### src/rtl/bcd2bin_seq.sv
// Sequential BCD-to-binary converter using reverse double dabble, one bit per clock.
// Latency: Start sampled at edge k -> Done high in the cycle after edge k+W; one conversion per W+1 cycles.
// Backpressure: none; Start is only accepted in IDLE or DONE, and is ignored while Busy.
//
// Ports:
//   Clk    rising-edge clock
//   Rst    asynchronous reset, active-high
//   Start  request conversion of Bcd (sampled in IDLE or DONE only)
//   Bcd    packed D-digit BCD operand, ones digit in [3:0]
//   Busy   high while iterating (SHIFT state)
//   Done   one-cycle pulse when Bin/Err are updated
//   Bin    W-bit binary result, held until the next completion
//   Err    invalid-digit flag for the last conversion
//
// Optional feature macro: BCD2BIN_CHECK_EN
//   defined   -> operands with any nibble > 9 complete with Err=1, Bin=0
//   undefined -> no digit checking, Err is constant 0
module bcd2bin_seq #(
    parameter int D = 8,
    parameter int W = 27
) (
    input  logic           Clk,
    input  logic           Rst,
    input  logic           Start,
    input  logic [4*D-1:0] Bcd,
    output logic           Busy,
    output logic           Done,
    output logic [W-1:0]   Bin,
    output logic           Err
);

    localparam int N  = 4 * D + W;
    localparam int CW = $clog2(W + 1);

    typedef enum logic [1:0] {
        S_IDLE  = 2'd0,
        S_SHIFT = 2'd1,
        S_DONE  = 2'd2
    } state_t;

    state_t         state_q, state_d;
    logic [CW-1:0]  cnt_q, cnt_d;
    // Work register layout: {digits[4*D-1:0], bin_acc[W-1:0]}
    logic [N-1:0]   work_q, work_d;
    logic [W-1:0]   bin_q, bin_d;
    logic [N-1:0]   stepped;
    logic           accept;
    logic           last_iter;

    // A new operand can be taken when idle or in the single DONE cycle,
    // which is what allows back-to-back conversions without a bubble.
    assign accept    = Start && ((state_q == S_IDLE) || (state_q == S_DONE));
    assign last_iter = (state_q == S_SHIFT) && (cnt_q == CW'(1));

    // One reverse double-dabble step: shift right, then correct every digit
    // that came out >= 8. Bit 3 set is exactly ">= 8" for a 4-bit field, and
    // 8..15 - 3 stays within 4 bits, so no borrow crosses a digit boundary.
    always_comb begin
        logic [N-1:0] shifted;
        shifted = {1'b0, work_q[N-1:1]};
        stepped = shifted;
        for (int i = 0; i < D; i++) begin
            if (shifted[W + 4*i + 3]) begin
                stepped[W + 4*i +: 4] = shifted[W + 4*i +: 4] - 4'd3;
            end
        end
    end

`ifdef BCD2BIN_CHECK_EN
    logic inv_q, inv_d;
    logic err_q, err_d;
    logic bad_nibble;

    // A nibble is invalid when it is 10..15: bit 3 set with bit 2 or bit 1.
    always_comb begin
        bad_nibble = 1'b0;
        for (int i = 0; i < D; i++) begin
            if (Bcd[4*i + 3] && (Bcd[4*i + 2] || Bcd[4*i + 1])) begin
                bad_nibble = 1'b1;
            end
        end
    end
`endif

    // State register and datapath registers
    always_ff @(posedge Clk or posedge Rst) begin
        if (Rst) begin
            state_q <= S_IDLE;
            cnt_q   <= '0;
            work_q  <= '0;
            bin_q   <= '0;
`ifdef BCD2BIN_CHECK_EN
            inv_q   <= 1'b0;
            err_q   <= 1'b0;
`endif
        end else begin
            state_q <= state_d;
            cnt_q   <= cnt_d;
            work_q  <= work_d;
            bin_q   <= bin_d;
`ifdef BCD2BIN_CHECK_EN
            inv_q   <= inv_d;
            err_q   <= err_d;
`endif
        end
    end

    // Next-state logic
    always_comb begin
        state_d = state_q;
        case (state_q)
            S_IDLE: begin
                if (Start) state_d = S_SHIFT;
            end
            S_SHIFT: begin
                if (cnt_q == CW'(1)) state_d = S_DONE;
            end
            S_DONE: begin
                state_d = Start ? S_SHIFT : S_IDLE;
            end
            default: state_d = S_IDLE;
        endcase
    end

    // Datapath next-state: load on accept, iterate in SHIFT, publish on the
    // final iteration so Bin is valid in the same cycle that Done is high.
    always_comb begin
        cnt_d  = cnt_q;
        work_d = work_q;
        bin_d  = bin_q;
`ifdef BCD2BIN_CHECK_EN
        inv_d  = inv_q;
        err_d  = err_q;
`endif
        if (accept) begin
            work_d = {Bcd, {W{1'b0}}};
            cnt_d  = CW'(W);
`ifdef BCD2BIN_CHECK_EN
            inv_d  = bad_nibble;
`endif
        end else if (state_q == S_SHIFT) begin
            work_d = stepped;
            cnt_d  = cnt_q - CW'(1);
            if (last_iter) begin
`ifdef BCD2BIN_CHECK_EN
                bin_d = inv_q ? {W{1'b0}} : stepped[W-1:0];
                err_d = inv_q;
`else
                bin_d = stepped[W-1:0];
`endif
            end
        end
    end

    // Outputs, decoded from the registered state
    always_comb begin
        Busy = (state_q == S_SHIFT);
        Done = (state_q == S_DONE);
        Bin  = bin_q;
`ifdef BCD2BIN_CHECK_EN
        Err  = err_q;
`else
        Err  = 1'b0;
`endif
    end

endmodule
### config.mk
export PLATFORM = sky130hd
export DESIGN_NAME = bcd2bin_seq
export DESIGN_NICKNAME = d
export VERILOG_FILES = /design/src/rtl/bcd2bin_seq.sv
export SDC_FILE = /design/constraint.sdc
export NUM_CORES = 1
export LEC_CHECK = 0
export CORE_ASPECT_RATIO = 0.7
export CORE_MARGIN = 2
export CORE_UTILIZATION = 58
export CTS_BUF_LIST = sky130_fd_sc_hd__clkbuf_16
export CTS_CLUSTER_DIAMETER = 30
export DETAILED_ROUTE_END_ITERATION = 10
export PLACE_DENSITY_LB_ADDON = 0.1
export SLEW_MARGIN = 20
export SYNTH_ARGS = -nofsm -noshare
export SYNTH_HDL_FRONTEND = slang
export SYNTH_SLANG_ARGS = --single-unit
export TNS_END_PERCENT = 100
### constraint.sdc
create_clock -name Clk -period 7.6 [get_ports Clk]
set_input_delay 2.28 -clock Clk [delete_from_list [all_inputs] [get_ports Clk]]
set_output_delay 2.28 -clock Clk [all_outputs]
set_load 0.01 [all_outputs]
==> metrics.md <==
| Metric | Value |
|---|---|
| Status | finished clean |
| Register area share after synthesis | 55.7% |
| Number of fill cells | 479 |
| Drc violations | 0 |
| Initial antenna violation count | 0 |
| Largest net degree at the start of global routing | 66 |
| Layout cells sized above 1 | 15.5% |
| # nets final | 427 |
| CTS tree | built |
| Number of synthesized register bits | 92 |
| Total number of vias | 2758 |
| Switching Share | 34.4% |
| Worst Path Max Fanout | 48 |
| Unrepaired setup endpoints after global routing | false |
| Global-route wire length before repair | 14400 µm |
| Sw Pwr | 0.736 mW |
| Slew headroom | 41.2% |
| Htree depth | 3 |
| # diodes | 0 |
| Hold Crit Class | reg2reg |
| Most instantiated cells after synthesis | dfrtp_1, nand2_1, a22o_1 |
| Clock skew | 5.06 ps |
| CP startpoint kind | register |
| Final Power | 2.14 mW |
| Share of the synthesized area in the top cell type | 55.7% |
| Max Cap Viol | 0 |
| Die W | 105 µm |
| Final setup violation count | 0 |
| Power Dens Cells | 419 nW/µm² |
| Antenna violation net count after detailed routing | 0 |
| Crit path DAT | 2230 ps |
| Count leader, synth | dfrtp_1 |
| Final period util | 59.3% |
| VDD IR max | 0.233 mV |
| Drt wl/cell | 17.7 µm |
| EDFF count, synth | 0 |
| Max Clk Rate | 0.222 GHz |
| Post-synth top area cell | dfrtp_1 |
| Clk buf depth | 2 |
| Worst slew pin tran | 881 ps |
| Synth async-reset ratio | 100% |
| Hold-fix buffers, CTS | 0 |
| Row cnt | 25 |
| Placer Congestion | 0.767 |
| # port buffers | 63 |
| Post-Route WL | 8530 µm |
| I/O pin total | 65 |
| Fin Hold WS | 510 ps |
| Clock slew at reported path FFs | 70 ps |
| Synthesized instance count | 325 |
| Setup TNS | 0 ps |
| Required @ worst endpoint | 5320 ps |
| Leak Pwr | 2.36 nW |
| Grt total ovfl | 0 |
| Cts repair resizes | 0 |
| Critical path type | reg2out |
| Via density | 5.72 |
| Critical Path Sink Type | output pin |
| Minimum clock period | 4510 ps |
| Sequential power share | 42.3% |
| Ys flop type | dfrtp_1 |
| Final hold violations | 0 |
| Global Route Usage Sum | 23.7% |
| Clock buffer count from CTS | 9 |
| Vias in the first global route | 2811 |
| Post-CTS setup buffer count | 0 |
| Initial Utilization | 60.6% |
| Library cells used by synthesis | 35 |
| Clk pwr share | 20.9% |
| Drt first pass iters | 5 |
| Synth warn | 0 |
| DR iter-0 viols | 216 |
| Sequential cell area | 2300 µm² |
| Syn Nets | 369 |
| Later-pin clock latency in the skew report | 330 ps |
| Comb pwr share | 36.9% |
| Post-DP HPWL | 5320 µm |
| Max-slew violations | 0 |
| Clock Sink Count | 92 |
| Synth Cell Area | 4130 µm² |
| Setup ws final | 3090 ps |
| Die area | 7830 µm² |
| Post-Syn Area per Cell | 12.7 µm² |
| Dpl ws | 3450 ps |
| Synth top area cells | dfrtp_1, mux2_4, a22o_1, mux2i_1, nand2_1 |
| Syn-to-layout area delta | 23.4% |
| CTS root buf | clkbuf_16 |
| Pint | 1.40 mW |
| Chip Height | 74.6 µm |
| Multi-input logic area | 1700 µm² |
| Core area | 6820 µm² |
[final cells by class]
class                      count  share of cell area [%]
sequential                    92                    45.1
multi-input combinational    208                    33.3
timing repair buffer          67                    13.0
clock buffer                   9                    4.42
tap                           94                    2.31
clock inverter                 7                    1.50
inverter                       5                   0.392
[state kept, by name (all words and copies together), names as in the netlist]
| name | cells |
|---|---|
| work_q | 58 |
| cnt_q | 5 |
| state_q | 2 |
| Bin | 27 |
[stage by stage]
step / cells / cell area, µm² / util [%]
final: 482 / 5100 / 74.8
after floorplan: 325 / 4130 / -
after global placement: 466 / 4800 / 70.4
after CTS: 482 / 5100 / 74.8
after detailed placement: 466 / 4800 / 70.4
after global routing: 482 / 5100 / 74.8
[final timing paths]
| check | from | endpoint | slack [ps] | cells past startpoint |
|---|---|---|---|---|
| worst min-delay path | Bin[19] | Bin[19] | 510 | 1 |
| min in group asynchronous | Rst | state_q[0] | 2270 | 2 |
| worst max register to register | state_q[1] | Bin[17] | 5300 | 4 |
| worst max-delay path | state_q[1] | Busy | 3090 | 3 |
| worst min register to register | Bin[19] | Bin[19] | 510 | 1 |
| max in group asynchronous | Rst | work_q[16] | 4170 | 3 |
[power by group through the flow]
stage | clock network, mW | logic (mW) | registers [mW]
finish | 0.446 | 0.789 | 0.903
global route | 0.475 | 0.875 | 0.933
CTS | 0.454 | 0.797 | 0.900
detailed placement | 0 | 0.784 | 0.900
global placement | 0 | 0.748 | 0.892
floorplan | 0 | 0.543 | 0.875
[cells by family after synthesis]
| logic type | count (synthesis) | synth area share, % |
|---|---|---|
| fa+ha+maj | 9 | 2.72 |
| other cells | 1 | 0.0907 |
| buf+inv | 25 | 3.24 |
| flops | 92 | 55.7 |
| simple gates | 78 | 9.51 |
| xor+xnor | 14 | 2.97 |
| compound gates | 57 | 11.4 |
| mux | 49 | 14.4 |
[layout by cell type (no fill, tap or decap), drive strengths merged]
| cell | count |
|---|---|
| conb | 1 |
| a21oi | 1 |
| o21ai | 2 |
| a211oi | 1 |
| ha | 9 |
| nor2 | 11 |
| xor2 | 7 |
| nor3 | 1 |
| o211ai | 8 |
| mux2i | 22 |
| a22oi | 2 |
| nand3 | 10 |
| nand2 | 35 |
| o221a | 7 |
| nand3b | 1 |
| buf | 4 |
| nor2b | 9 |
| bufinv | 1 |
| a31oi | 9 |
| nand2b | 2 |
| inv | 5 |
| or3 | 1 |
| nand4 | 7 |
| dfrtp | 92 |
| clkdlybuf4s50 | 63 |
| a22o | 27 |
| clkinv | 5 |
| mux2 | 27 |
| nor4b | 1 |
| xnor2 | 7 |
| clkinvlp | 1 |
| clkbuf | 9 |
[critical path, cell delays in order, from the launching register on]
cell	delay (ps)
dfrtp_1	390
nand2b_1	170
inv_2	650
clkdlybuf4s50_1	680
[routing by layer]
| metal | share of wire [%] | vias to the layer above | GRT usage, % |
|---|---|---|---|
| li1 | - | 1294 | - |
| met1 | 46 | 1384 | 33.4 |
| met2 | 49 | 76 | 38.5 |
| met3 | 4.5 | 4 | 5.45 |
| met4 | 0.62 | 0 | 5.48 |
| met5 | 0 | - | 0 |
(Power assumes the default switching activity.)
